### src/rtl/core_pipe_exec_mdu_issue_if.sv
// Execute-stage to MDU issue/collect bundle: upstream instruction handshake,
// MDU request/result signals and writeback handshake.
// master: the issue controller; slave: the surrounding pipeline/MDU/writeback.
interface core_pipe_exec_mdu_issue_if #(
  parameter int unsigned XLEN = 64
);
  // upstream instruction handshake
  logic            s_valid;
  logic            s_ready;
  logic [7:0]      s_op;
  logic            s_word;
  logic [XLEN-1:0] s_rs1;
  logic [XLEN-1:0] s_rs2;
  logic [4:0]      s_rd_addr;

  // MDU request / result
  logic            mdu_valid;
  logic            mdu_op_word;
  logic            mdu_op_mul;
  logic            mdu_op_mulh;
  logic            mdu_op_mulhu;
  logic            mdu_op_mulhsu;
  logic            mdu_op_div;
  logic            mdu_op_divu;
  logic            mdu_op_rem;
  logic            mdu_op_remu;
  logic [XLEN-1:0] mdu_rs1;
  logic [XLEN-1:0] mdu_rs2;
  logic            mdu_flush;
  logic            mdu_ready;
  logic [XLEN-1:0] mdu_rd;

  // writeback handshake
  logic            wb_valid;
  logic            wb_ready;
  logic [4:0]      wb_rd_addr;
  logic [XLEN-1:0] wb_data;
  logic            wb_err;

  modport master (
    input  s_valid, s_op, s_word, s_rs1, s_rs2, s_rd_addr,
    output s_ready,
    output mdu_valid, mdu_op_word, mdu_op_mul, mdu_op_mulh, mdu_op_mulhu,
           mdu_op_mulhsu, mdu_op_div, mdu_op_divu, mdu_op_rem, mdu_op_remu,
           mdu_rs1, mdu_rs2, mdu_flush,
    input  mdu_ready, mdu_rd,
    output wb_valid, wb_rd_addr, wb_data, wb_err,
    input  wb_ready
  );

  modport slave (
    output s_valid, s_op, s_word, s_rs1, s_rs2, s_rd_addr,
    input  s_ready,
    input  mdu_valid, mdu_op_word, mdu_op_mul, mdu_op_mulh, mdu_op_mulhu,
           mdu_op_mulhsu, mdu_op_div, mdu_op_divu, mdu_op_rem, mdu_op_remu,
           mdu_rs1, mdu_rs2, mdu_flush,
    output mdu_ready, mdu_rd,
    input  wb_valid, wb_rd_addr, wb_data, wb_err,
    output wb_ready
  );
endinterface

### src/rtl/core_pipe_exec_mdu_issue.sv
// Execute-stage issue/collect controller for the multiply-divide unit.
// Accepts one M-extension instruction, holds the MDU request stable until the
// MDU reports done, pulses the MDU flush to clear its sticky done state, then
// offers the result to writeback. At most one instruction is in flight.
module core_pipe_exec_mdu_issue #(
  parameter int unsigned XLEN = 64
) (
  input  logic                         g_clk,
  input  logic                         g_resetn,
  input  logic                         flush,
  core_pipe_exec_mdu_issue_if.master   bus
);

  localparam int unsigned XL = XLEN - 1;

  typedef enum logic [1:0] {
    IDLE  = 2'd0,
    BUSY  = 2'd1,
    CLEAR = 2'd2,
    RESP  = 2'd3
  } state_t;

  state_t      state_q, state_d;
  logic [7:0]  op_q, op_d;
  logic        word_q, word_d;
  logic [XL:0] rs1_q, rs1_d;
  logic [XL:0] rs2_q, rs2_d;
  logic [4:0]  rd_addr_q, rd_addr_d;
  logic [XL:0] result_q, result_d;
  logic        err_q, err_d;

  logic        op_onehot;
  logic        op_illegal;
  logic        accept;
  logic        take;
  logic        busy;

  // Classify the incoming op: must be exactly one-hot, and the high-half
  // multiplies have no word form.
  always_comb begin
    op_onehot  = (bus.s_op != 8'd0) && ((bus.s_op & (bus.s_op - 8'd1)) == 8'd0);
    op_illegal = !op_onehot || (bus.s_word && (|bus.s_op[3:1]));
  end

  // Upstream accept: idle, or retiring a response this cycle; flush blocks it.
  always_comb begin
    accept = 1'b0;
    if (!flush) begin
      accept = (state_q == IDLE) || ((state_q == RESP) && bus.wb_ready);
    end
    take = accept && bus.s_valid;
  end

  // Next-state and register updates.
  // A new instruction can only be taken in IDLE or while RESP retires, so the
  // take path is handled ahead of the per-state transitions.
  always_comb begin
    state_d   = state_q;
    op_d      = op_q;
    word_d    = word_q;
    rs1_d     = rs1_q;
    rs2_d     = rs2_q;
    rd_addr_d = rd_addr_q;
    result_d  = result_q;
    err_d     = err_q;

    if (flush) begin
      state_d = IDLE;
    end else if (take) begin
      op_d      = bus.s_op;
      word_d    = bus.s_word;
      rs1_d     = bus.s_rs1;
      rs2_d     = bus.s_rs2;
      rd_addr_d = bus.s_rd_addr;
      if (op_illegal) begin
        err_d    = 1'b1;
        result_d = '0;
        state_d  = RESP;
      end else begin
        err_d    = 1'b0;
        state_d  = BUSY;
      end
    end else begin
      unique case (state_q)
        IDLE: begin
          state_d = IDLE;
        end
        BUSY: begin
          if (bus.mdu_ready) begin
            result_d = bus.mdu_rd;
            state_d  = CLEAR;
          end
        end
        CLEAR: begin
          state_d = RESP;
        end
        RESP: begin
          if (bus.wb_ready) begin
            state_d = IDLE;
          end
        end
        default: begin
          state_d = IDLE;
        end
      endcase
    end
  end

  // State and datapath registers with synchronous active-low reset.
  always_ff @(posedge g_clk) begin
    if (!g_resetn) begin
      state_q   <= IDLE;
      op_q      <= '0;
      word_q    <= 1'b0;
      rs1_q     <= '0;
      rs2_q     <= '0;
      rd_addr_q <= '0;
      result_q  <= '0;
      err_q     <= 1'b0;
    end else begin
      state_q   <= state_d;
      op_q      <= op_d;
      word_q    <= word_d;
      rs1_q     <= rs1_d;
      rs2_q     <= rs2_d;
      rd_addr_q <= rd_addr_d;
      result_q  <= result_d;
      err_q     <= err_d;
    end
  end

  // Output decode: MDU request only while BUSY, writeback only while RESP.
  always_comb begin
    busy              = (state_q == BUSY);

    bus.s_ready       = accept;

    bus.mdu_valid     = busy;
    bus.mdu_op_word   = busy & word_q;
    bus.mdu_op_mul    = busy & op_q[0];
    bus.mdu_op_mulh   = busy & op_q[1];
    bus.mdu_op_mulhu  = busy & op_q[2];
    bus.mdu_op_mulhsu = busy & op_q[3];
    bus.mdu_op_div    = busy & op_q[4];
    bus.mdu_op_divu   = busy & op_q[5];
    bus.mdu_op_rem    = busy & op_q[6];
    bus.mdu_op_remu   = busy & op_q[7];
    bus.mdu_rs1       = rs1_q;
    bus.mdu_rs2       = rs2_q;
    bus.mdu_flush     = flush | (state_q == CLEAR);

    bus.wb_valid      = (state_q == RESP) && !flush;
    bus.wb_rd_addr    = rd_addr_q;
    bus.wb_data       = result_q;
    bus.wb_err        = err_q;
  end

  // MDU request must not change while the MDU is working on it.
  a_busy_stable: assert property (@(posedge g_clk) disable iff (!g_resetn)
    (state_q == BUSY) |=> ((state_q != BUSY) || $stable({op_q, word_q, rs1_q, rs2_q})));

  // Only legal single ops ever reach the MDU.
  a_busy_onehot: assert property (@(posedge g_clk) disable iff (!g_resetn)
    (state_q == BUSY) |-> $onehot(op_q));

  // A pending writeback holds its payload until accepted or flushed.
  a_resp_hold: assert property (@(posedge g_clk) disable iff (!g_resetn)
    ((state_q == RESP) && !bus.wb_ready && !flush) |=>
      ((state_q == RESP) && $stable({result_q, err_q, rd_addr_q})));

endmodule

### src/flat_wrapper.sv
// flat-port wrapper written by rule: the top's interface ports become plain ports
module core_pipe_exec_mdu_issue_flat 
#(
  parameter int unsigned XLEN = 64
)
  (g_clk, g_resetn, flush, bus_s_valid, bus_s_op, bus_s_word, bus_s_rs1, bus_s_rs2, bus_s_rd_addr, bus_s_ready, bus_mdu_valid, bus_mdu_op_word, bus_mdu_op_mul, bus_mdu_op_mulh, bus_mdu_op_mulhu, bus_mdu_op_mulhsu, bus_mdu_op_div, bus_mdu_op_divu, bus_mdu_op_rem, bus_mdu_op_remu, bus_mdu_rs1, bus_mdu_rs2, bus_mdu_flush, bus_mdu_ready, bus_mdu_rd, bus_wb_valid, bus_wb_rd_addr, bus_wb_data, bus_wb_err, bus_wb_ready);
  core_pipe_exec_mdu_issue_if #(.XLEN(XLEN)) bus_i ();
  input  logic g_clk;
  input  logic g_resetn;
  input  logic flush;
  input wire logic [$bits(bus_i.s_valid)-1:0] bus_s_valid;
  input wire logic [$bits(bus_i.s_op)-1:0] bus_s_op;
  input wire logic [$bits(bus_i.s_word)-1:0] bus_s_word;
  input wire logic [$bits(bus_i.s_rs1)-1:0] bus_s_rs1;
  input wire logic [$bits(bus_i.s_rs2)-1:0] bus_s_rs2;
  input wire logic [$bits(bus_i.s_rd_addr)-1:0] bus_s_rd_addr;
  output wire logic [$bits(bus_i.s_ready)-1:0] bus_s_ready;
  output wire logic [$bits(bus_i.mdu_valid)-1:0] bus_mdu_valid;
  output wire logic [$bits(bus_i.mdu_op_word)-1:0] bus_mdu_op_word;
  output wire logic [$bits(bus_i.mdu_op_mul)-1:0] bus_mdu_op_mul;
  output wire logic [$bits(bus_i.mdu_op_mulh)-1:0] bus_mdu_op_mulh;
  output wire logic [$bits(bus_i.mdu_op_mulhu)-1:0] bus_mdu_op_mulhu;
  output wire logic [$bits(bus_i.mdu_op_mulhsu)-1:0] bus_mdu_op_mulhsu;
  output wire logic [$bits(bus_i.mdu_op_div)-1:0] bus_mdu_op_div;
  output wire logic [$bits(bus_i.mdu_op_divu)-1:0] bus_mdu_op_divu;
  output wire logic [$bits(bus_i.mdu_op_rem)-1:0] bus_mdu_op_rem;
  output wire logic [$bits(bus_i.mdu_op_remu)-1:0] bus_mdu_op_remu;
  output wire logic [$bits(bus_i.mdu_rs1)-1:0] bus_mdu_rs1;
  output wire logic [$bits(bus_i.mdu_rs2)-1:0] bus_mdu_rs2;
  output wire logic [$bits(bus_i.mdu_flush)-1:0] bus_mdu_flush;
  input wire logic [$bits(bus_i.mdu_ready)-1:0] bus_mdu_ready;
  input wire logic [$bits(bus_i.mdu_rd)-1:0] bus_mdu_rd;
  output wire logic [$bits(bus_i.wb_valid)-1:0] bus_wb_valid;
  output wire logic [$bits(bus_i.wb_rd_addr)-1:0] bus_wb_rd_addr;
  output wire logic [$bits(bus_i.wb_data)-1:0] bus_wb_data;
  output wire logic [$bits(bus_i.wb_err)-1:0] bus_wb_err;
  input wire logic [$bits(bus_i.wb_ready)-1:0] bus_wb_ready;
  assign bus_i.s_valid = bus_s_valid;
  assign bus_i.s_op = bus_s_op;
  assign bus_i.s_word = bus_s_word;
  assign bus_i.s_rs1 = bus_s_rs1;
  assign bus_i.s_rs2 = bus_s_rs2;
  assign bus_i.s_rd_addr = bus_s_rd_addr;
  assign bus_s_ready = bus_i.s_ready;
  assign bus_mdu_valid = bus_i.mdu_valid;
  assign bus_mdu_op_word = bus_i.mdu_op_word;
  assign bus_mdu_op_mul = bus_i.mdu_op_mul;
  assign bus_mdu_op_mulh = bus_i.mdu_op_mulh;
  assign bus_mdu_op_mulhu = bus_i.mdu_op_mulhu;
  assign bus_mdu_op_mulhsu = bus_i.mdu_op_mulhsu;
  assign bus_mdu_op_div = bus_i.mdu_op_div;
  assign bus_mdu_op_divu = bus_i.mdu_op_divu;
  assign bus_mdu_op_rem = bus_i.mdu_op_rem;
  assign bus_mdu_op_remu = bus_i.mdu_op_remu;
  assign bus_mdu_rs1 = bus_i.mdu_rs1;
  assign bus_mdu_rs2 = bus_i.mdu_rs2;
  assign bus_mdu_flush = bus_i.mdu_flush;
  assign bus_i.mdu_ready = bus_mdu_ready;
  assign bus_i.mdu_rd = bus_mdu_rd;
  assign bus_wb_valid = bus_i.wb_valid;
  assign bus_wb_rd_addr = bus_i.wb_rd_addr;
  assign bus_wb_data = bus_i.wb_data;
  assign bus_wb_err = bus_i.wb_err;
  assign bus_i.wb_ready = bus_wb_ready;
  core_pipe_exec_mdu_issue #(.XLEN(XLEN)) u_core (.g_clk(g_clk), .g_resetn(g_resetn), .flush(flush), .bus(bus_i));
endmodule
### config.mk
export PLATFORM = sky130hd
export DESIGN_NAME = core_pipe_exec_mdu_issue_flat
export DESIGN_NICKNAME = d
export VERILOG_FILES = /design/src/rtl/core_pipe_exec_mdu_issue_if.sv /design/src/rtl/core_pipe_exec_mdu_issue.sv /design/src/flat_wrapper.sv
export SDC_FILE = /design/constraint.sdc
export NUM_CORES = 1
export LEC_CHECK = 0
export CORE_AREA = 2 2 166 168
export CTS_CLUSTER_SIZE = 28
export DETAILED_ROUTE_END_ITERATION = 10
export DIE_AREA = 0 0 168 170
export PLACE_DENSITY = 0.65
export SLEW_MARGIN = 20
export SYNTH_ARGS = -nofsm -noshare
export SYNTH_HDL_FRONTEND = slang
export SYNTH_SLANG_ARGS = --single-unit
### constraint.sdc
create_clock -name g_clk -period 1.9 [get_ports g_clk]
set_input_delay 0.38 -clock g_clk [delete_from_list [all_inputs] [get_ports g_clk]]
set_output_delay 0.38 -clock g_clk [all_outputs]
set_load 0.005 [all_outputs]
* Word-level counts from Yosys, hierarchy flattened
Cells that the tools add are included.
Operators by class: reductions and logical operators 19, equality and inequality tests 6, multiplexer cells 11, add/subtract/negate cells 1, bitwise logic cells 13
Operator list (number):
- 64-bit two-way mux | 4
- 1-bit bitwise AND | 9
- 8-bit bitwise AND | 1
- 8-bit logical NOT | 1
- 2-bit two-way mux | 4
- 2-bit case mux with 4 select lines | 1
- 8-bit nonzero test | 1
- 8-bit by 1-bit subtractor with 8-bit output (second input constant) | 1
- 1-bit logical AND | 5
- 2-bit equality test (second input constant) | 2
- 2-bit AND reduction | 2
- 4-bit AND reduction | 1
- 2-bit nonzero test | 2
- 3-bit by 1-bit inequality test with 1-bit output (second input constant) | 1
- 3-bit by 2-bit inequality test with 1-bit output (second input constant) | 1
- 3-bit OR reduction | 1
- 2-bit by 1-bit equality test with 1-bit output (second input constant) | 1
- 1-bit logical NOT | 2
- 2-bit logical NOT | 1
- 1-bit logical OR | 2
- 1-bit two-way mux | 2
- 2-bit by 1-bit inequality test with 1-bit output (second input constant) | 1
- 1-bit NOT | 2
- 2-bit OR reduction | 1
- 1-bit OR | 1
Word-level totals: input bits 212, flip-flop bits (word level) 209, output and inout port bits 211

* Depth between registers and ports, before layout
Gate-level depths: netlist of run 1.
depth after elaboration 8, mapped depth 9, mapped depth without buffers 7

* Worst setup path before layout of run 1
Ideal clock, no wire load.
kind register to register, start register u_core.state_q[0], end register u_core.result_q[25], in the netlist u_core.bus.wb_data[25], clock period less this slack 1.621 ns, arrival 1.549 ns, path slack 0.279 ns, stages on the path, launching flop included 9, buffers on the path 2, cell sequence dfxtp_1 -> inv_1 -> ha_1 -> a21o_1 -> nand2_1 -> buf_2 -> nand2_1 -> buf_2 -> o22ai_2
Between the ends: word-level cells in the longest chain between the ends 7
Ends and longest elaborated chain:
- start, declared | line core_pipe_exec_mdu_issue.sv:23 | state_t state_q, state_d;
- start signal, assigned | line core_pipe_exec_mdu_issue.sv:121 | state_q <= state_d;
- 2-bit equality test | line core_pipe_exec_mdu_issue.sv:49 | accept = (state_q == IDLE) || ((state_q == RESP) && bus.wb_ready);
- 1-bit logical AND | line core_pipe_exec_mdu_issue.sv:49
- 1-bit logical OR | line core_pipe_exec_mdu_issue.sv:49
- 1-bit two-way mux | line core_pipe_exec_mdu_issue.sv:48 | if (!flush) begin
- 1-bit logical AND | line core_pipe_exec_mdu_issue.sv:51 | take = accept && bus.s_valid;
- 2-bit by 1-bit inequality test with 1-bit output (no source line) or 2-bit nonzero test (tied branches)
- 4-bit AND reduction (no source line)
- end signal, assigned | line core_pipe_exec_mdu_issue.sv:127 | result_q <= result_d;
- end, declared | line core_pipe_exec_mdu_issue.sv:29 | logic [XL:0] result_q, result_d;
Several ways; a longest one is shown, not always the timed one. A chain may end at the register's enable or synchronous reset.

* Final worst setup path of run 1
start register u_core.state_q[0], end output bus_s_ready
Between the ends: word-level cells in the longest chain between the ends 4
Ends and longest elaborated chain:
- 2-bit equality test | line core_pipe_exec_mdu_issue.sv:49
- 1-bit logical AND | line core_pipe_exec_mdu_issue.sv:49
- 1-bit logical OR * | line core_pipe_exec_mdu_issue.sv:49
- 1-bit two-way mux * | line core_pipe_exec_mdu_issue.sv:48
- end, declared | line flat_wrapper.sv:17 | output wire logic [$bits(bus_i.s_ready)-1:0] bus_s_ready;
Mark *: on every way between the ends. The rest lies on a longest branch, timed or not.

==> results of run 1 <==
-- power groups by stage --
stage               Sequential [W]  Clock, W  Combinational (W)
finish                     0.00463   0.00462            0.00151
detailed placement         0.00472         0            0.00146
global placement           0.00471         0            0.00146
floorplan                  0.00473         0           0.000459
CTS                        0.00463   0.00473            0.00150
global route               0.00464   0.00492            0.00163
-- cell type report --
cell class	count	area (µm²)	share of cell area [%]
Timing Repair Buffer	488	5220	35.2
Sequential cell	209	4190	28.3
Multi-Input combinational cell	664	4170	28.1
Clock buffer	39	748	5.05
Tap cell	341	427	2.88
Clock inverter	3	42.5	0.287
Inverter	4	20.0	0.135
Antenna cell	1	2.50	0.0169
-- state kept, by name, summed over array words and instances (netlist names) --
register,flops
u_core.bus.mdu_rs1,64
u_core.bus.mdu_rs2,64
u_core.bus.wb_data,64
u_core.op_q,8
u_core.bus.wb_rd_addr,5
u_core.state_q,2
u_core.bus.wb_err,1
u_core.word_q,1
-- kinds of logic (layout without fill, tap and decap cells) --
kind of cell,count (synthesis),in the layout,synth area share [%]
compound gates,217,218,21.1
fa+ha+maj,4,4,0.586
buf+inv,80,534,4.36
flops,209,209,49.0
mux,66,66,7.73
other cells,0,1,0
simple gates,376,376,17.3
-- worst max-delay path, cell delays in order, from the launching register on --
cell     delay [ns]
dfxtp_4        0.40
inv_4          0.05
ha_2           0.17
a21o_1         0.17
nor2b_4        0.13
buf_6          0.11
-- layer usage --
layer | up-vias | share of wire [%] | wire (µm)
met2 | 300 | 48 | 14200
li1 | 4066 | - | -
met4 | 0 | 3.2 | 958
met3 | 60 | 8.3 | 2460
met5 | - | 0 | 0
met1 | 3855 | 40 | 12000
-- worst max-delay path by stage --
stage,from,endpoint,cells past startpoint
after floorplan,u_core.state_q[0]$_SDFFE_PP0P_,u_core.bus.wb_data[25]$_SDFFE_PN0P_,8
after global placement,bus_s_op[1],u_core.bus.wb_data[21]$_SDFFE_PN0P_,6
after detailed placement,bus_s_op[1],u_core.bus.wb_data[33]$_SDFFE_PN0P_,6
after CTS,u_core.state_q[0]$_SDFFE_PP0P_,bus_s_ready,5
after global routing,u_core.state_q[0]$_SDFFE_PP0P_,bus_s_ready,5
final,u_core.state_q[0]$_SDFFE_PP0P_,bus_s_ready,5
-- Yosys cell counts --
master	number	area, µm²
nand2_1	352	1320
dfxtp_1	209	4180
a21boi_1	142	1070
mux2i_1	66	661
o22ai_2	40	500
clkbuf_1	39	146
buf_2	28	140
o22ai_1	25	156
and2_1	11	68.8
buf_6	5	56.3
buf_1	4	15.0
ha_1	4	50.1
nor2_1	4	15.0
inv_1	3	11.3
a211oi_1	2	15.0
a21oi_1	2	10.0
nand3b_1	2	15.0
nand4b_1	2	17.5
nor2b_1	2	12.5
o21ai_1	2	10.0
a2111oi_2	1	15.0
a21o_1	1	7.51
inv_2	1	3.75
nand2b_1	1	6.26
nor4_2	1	12.5
o211a_1	1	10.0
o31a_1	1	8.76
or2_2	1	6.26
-- through the flow --
stage | instance area, µm² | power [W] | setup TNS, ns | util (%) | worst slack [ns]
3_5_place_dp | 13500 | 0.00618 | -43.97 | 50.7 | -0.498
4_1_cts | 14400 | 0.0109 | -0.0317 | 54.1 | -0.0208
3_3_place_gp | 13500 | 0.00617 | -41.51 | 50.7 | -0.487
2_1_floorplan | 8540 | 0.00519 | 0 | - | 0.279
6_report | 14800 | 0.0108 | -0.0168 | 55.6 | -0.0168
5_1_grt | 14800 | 0.0112 | -1.04 | 55.6 | -0.0698
-- repair_timing --
action                                  CTS  global route
gates cloned                              1            10
pin swaps                                 6             5
buffers inserted                          5             3
endpoints found under the setup margin   14           141
resized for setup                        76            39
==> flow_metrics.env, run 1 <==
export IMPL_hold_viol=0
export IMPL_final_common_cell="clkdlybuf4s50_1"
export IMPL_path_class="reg -> out"
export IMPL_syn_cell_area_um2=8540
export IMPL_core_area_um2=26700
export IMPL_holdPathStages=3
export IMPL_nets=1607
export IMPL_whs_ns=0.269
export IMPL_place_detailed_instances=1688
export IMPL_busiest_layer="met2"
export IMPL_start_util_pct=32.1
export IMPL_via_per_inst=4.73
export IMPL_num_rows=60
export IMPL_netSwitchingPower_w=0.00248
export IMPL_relSlewSlack_pct=74.3
export IMPL_hold_start="bus_s_op[2]"
export IMPL_ys_types=28
export IMPL_grt_remaining_overflow=0
export IMPL_period_needed_ns=1.92
export IMPL_clock_latency_ns=0.51
export IMPL_violations="negative setup slack"
export IMPL_tightest_slew_ns=0.386
export IMPL_seq_power_share_pct=43.0
export IMPL_worst_hold_path_endpoint="u_core.op_q[2]$_SDFFE_PN0P_"
export IMPL_outcome="complete, but fails checks"
export IMPL_cap_violations=0
export IMPL_vdd_ir_drop_worst_mv=0.576
export IMPL_routedWlPerCell_um=16.9
export IMPL_drt_first_pass_iters=5
export IMPL_rsz0062_at_grt="true"
export IMPL_ant_nets=0
export IMPL_synth_nets=1168
export IMPL_grt_pass1_wl_um=43900
export IMPL_cts_htree_levels=1
export IMPL_die_w_um=168
export IMPL_grtUsageMet2_pct=33.5
export IMPL_vias=8281
export IMPL_ys_ff_latch=209
export IMPL_syn_inst=952
export IMPL_root_buffer="clkbuf_16"
export IMPL_dieArea_um2=28600
export IMPL_seq_area_frac_synth_pct=49.0
export IMPL_ys_warn_count=0
export IMPL_required_ns=1.52
export IMPL_antenna_found_initial=1
export IMPL_cts_hold_repair_buffers=0
export IMPL_fill_cells=2365
export IMPL_grt_max_degree=88
export IMPL_cts_sinks=209
export IMPL_combPwrFrac_pct=14.1
export IMPL_fmax_ghz=0.522
export IMPL_startpoint_type="flip-flop"
export IMPL_gp_congestion=0.772
export IMPL_finalCritPeriodShare_pct=101
export IMPL_dp_hpwl_um=20100
export IMPL_grtUsageTotal_pct=19.0
export IMPL_intPower_w=0.00828
export IMPL_critPathArrivalTime_ns=1.54
export IMPL_reg2reg_slack_ns=0.04
export IMPL_cp_max_fo=4
export IMPL_hold_path_class="in -> reg"
export IMPL_final_setup_skew_ns=0.00703
export IMPL_postSynthAreaPerCell_um2=8.97
export IMPL_cts_made_buffers=24
export IMPL_layout_setup_ws_ns=-0.0168
export IMPL_dr_first_iter_drc_count=358
export IMPL_die_h_um=170
export IMPL_path_clk_slew_ns=0.06
export IMPL_io_pin_count=423
export IMPL_final_cell_mix="clkdlybuf4s50_1, nand2_1, dfxtp_1"
export IMPL_drc=0
export IMPL_pwr_density_cell_nw_per_um2=726
export IMPL_drive_gt1_share_pct=13.5
export IMPL_cellLeakagePower_nw=5.70
export IMPL_reg2reg_to="u_core.bus.wb_data[60]$_SDFFE_PN0P_"
export IMPL_grt_pass1_vias=8065
export IMPL_port_buffers=422
export IMPL_cts_tree="yes"
export IMPL_ff2ff_path_depth=10
export IMPL_use_met1_pct=21.8
export IMPL_drt_total_wl_um=29600
export IMPL_use_met3_pct=6.14
export IMPL_setup_viol=1
export IMPL_fin_cells=1749
export IMPL_crit_path_end_kind="output port"
export IMPL_switching_share_pct=23.0
export IMPL_p_clk_share_pct=42.9
export IMPL_r2r_start="u_core.state_q[1]$_SDFFE_PP0P_"
export IMPL_clockBufferDepth=3
export IMPL_slew_violations=0
export IMPL_area_growth_pct=73.5
(Power assumes the default switching activity.)
==> run 2: changes to the inputs <==
Settings changed: SKIP_LAST_GASP set to 1.
==> flow_metrics.env, run 2 (synthesized netlist as in run 1, its figures left out) <==
export IMPL_drt_first_pass_iters=4
export IMPL_regArea_um2=4190
export IMPL_period_needed_ns=1.91
export IMPL_fill_cells=2367
export IMPL_cap_violations=0
export IMPL_via_per_inst=4.72
export IMPL_multi_input_area_um2=4180
export IMPL_switching_share_pct=23.0
export IMPL_reg2reg_slack_ns=0.03
export IMPL_final_cell_mix="clkdlybuf4s50_1, nand2_1, dfxtp_1"
export IMPL_routedWlPerCell_um=17.0
export IMPL_grt_max_degree=88
export IMPL_setup_viol=3
export IMPL_cts_sinks=209
export IMPL_max_stage_delay_ns=0.40
export IMPL_root_buffer="clkbuf_16"
export IMPL_dr_first_iter_drc_count=375
export IMPL_tightest_slew_ns=0.514
export IMPL_drt_total_wl_um=29700
export IMPL_crit_chain="inv_4 > ha_4 > a21o_1 > nor2b_4 > buf_6"
export IMPL_pwr_density_cell_nw_per_um2=725
export IMPL_met3_length_um=2520
export IMPL_hold_path_class="in -> reg"
export IMPL_fmax_ghz=0.524
export IMPL_final_setup_skew_ns=0.00670
export IMPL_rsz0062_at_grt="true"
export IMPL_vdd_ir_drop_worst_mv=0.576
export IMPL_gp_congestion=0.772
export IMPL_drive_gt1_share_pct=13.4
export IMPL_critPathArrivalTime_ns=1.53
export IMPL_start_util_pct=32.1
export IMPL_wl_met2_um=14200
export IMPL_path_buf_inv=2
export IMPL_dp_hpwl_um=20100
export IMPL_cp_slowest_cell="dfxtp_4"
export IMPL_crit_path_end_kind="output port"
export IMPL_die_h_um=170
export IMPL_dieArea_um2=28600
export IMPL_cts_made_buffers=24
export IMPL_intPower_w=0.00828
export IMPL_area_growth_pct=73.7
export IMPL_netSwitchingPower_w=0.00247
export IMPL_wl_met1_um=12000
export IMPL_path_clk_slew_ns=0.06
export IMPL_hold_viol=0
export IMPL_vias=8256
export IMPL_grt_pass1_vias=8057
export IMPL_seq_power_share_pct=43.0
export IMPL_final_common_cell="clkdlybuf4s50_1"
export IMPL_antenna_found_initial=1
export IMPL_num_rows=60
export IMPL_nets=1608
export IMPL_pre_cts_ws_ns=-0.498
export IMPL_crit_family="flip-flops"
export IMPL_cp_max_fo=4
export IMPL_cts_hold_repair_buffers=0
export IMPL_fin_setup_tns_ns=-0.0121
export IMPL_path_class="reg -> out"
export IMPL_core_area_um2=26700
export IMPL_cts_tree="yes"
export IMPL_violations="negative setup slack"
export IMPL_finalCritPeriodShare_pct=100
export IMPL_io_pin_count=423
export IMPL_ant_nets=0
export IMPL_combPwrFrac_pct=14.1
export IMPL_cellLeakagePower_nw=5.72
export IMPL_grt_pass1_wl_um=43900
export IMPL_top_layer_used="met4"
export IMPL_clock_latency_ns=0.51
export IMPL_grt_remaining_overflow=0
export IMPL_required_ns=1.52
export IMPL_startpoint_type="flip-flop"
export IMPL_drc=0
export IMPL_slew_violations=0
export IMPL_layout_setup_ws_ns=-0.00705
export IMPL_die_w_um=168
export IMPL_port_buffers=422
export IMPL_cts_htree_levels=1
export IMPL_p_clk_share_pct=42.9
export IMPL_grtUsageTotal_pct=19.0
export IMPL_outcome="complete, but fails checks"
export IMPL_clockBufferDepth=3
export IMPL_relSlewSlack_pct=65.6
## run 2: worst min-delay path, stage by stage
cell,delay (ns)
dlymetal6s2s_1,0.18
nand2_1,0.08
a21boi_1,0.05
## run 2: final cells by class
type,count,area share [%]
well taps,341,2.87
clock inverters,3,0.287
multi-input cells,664,28.2
clock buffers,39,5.04
diodes,1,0.0169
flip-flops and latches,209,28.2
repair buffers,489,35.2
inverters,4,0.135
## run 2: worst paths after layout
path,to,from,depth (start not counted)
setup / recovery,bus_s_ready,u_core.state_q[0]$_SDFFE_PP0P_,5
hold / removal,u_core.op_q[3]$_SDFFE_PN0P_,bus_s_op[3],3
setup reg to reg,u_core.bus.wb_data[5]$_SDFFE_PN0P_,u_core.state_q[1]$_SDFFE_PP0P_,10
hold reg to reg,u_core.bus.mdu_rs1[37]$_SDFFE_PN0P_,u_core.bus.mdu_rs1[37]$_SDFFE_PN0P_,2
## run 2: power groups by stage
stage / registers [W] / logic (W) / clock network, W
final: 0.00463 / 0.00152 / 0.00461
after global routing: 0.00464 / 0.00164 / 0.00492
after CTS: 0.00463 / 0.00150 / 0.00473
after detailed placement: 0.00472 / 0.00146 / 0
after global placement: 0.00471 / 0.00146 / 0
after floorplan: 0.00473 / 0.000459 / 0
## run 2: per-stage QoR
stage | hold WS, ns | utilization [%] | cells | cell area [µm²] | total power, W
6_report | 0.240 | 55.7 | 1750 | 14800 | 0.0108
5_1_grt | 0.241 | 55.7 | 1750 | 14800 | 0.0112
4_1_cts | 0.386 | 54.1 | 1735 | 14400 | 0.0109
3_5_place_dp | 0.441 | 50.7 | 1688 | 13500 | 0.00618
3_3_place_gp | 0.436 | 50.7 | 1688 | 13500 | 0.00617
2_1_floorplan | 0.430 | - | 952 | 8540 | 0.00519
## run 2: per-layer routing
layer / track usage (%) / up-vias
met3: 6.19 / 60
li1: - / 4069
met1: 21.7 / 3832
met2: 33.5 / 295
met5: 0 / -
met4: 6.69 / 0
## run 2: what timing repair did
item | in CTS | in global routing
endpoints found under the setup margin | 14 | 141
setup buffers | 5 | 3
gates resized for setup | 74 | 42
pin swaps | 6 | 8
cloned | 1 | 11
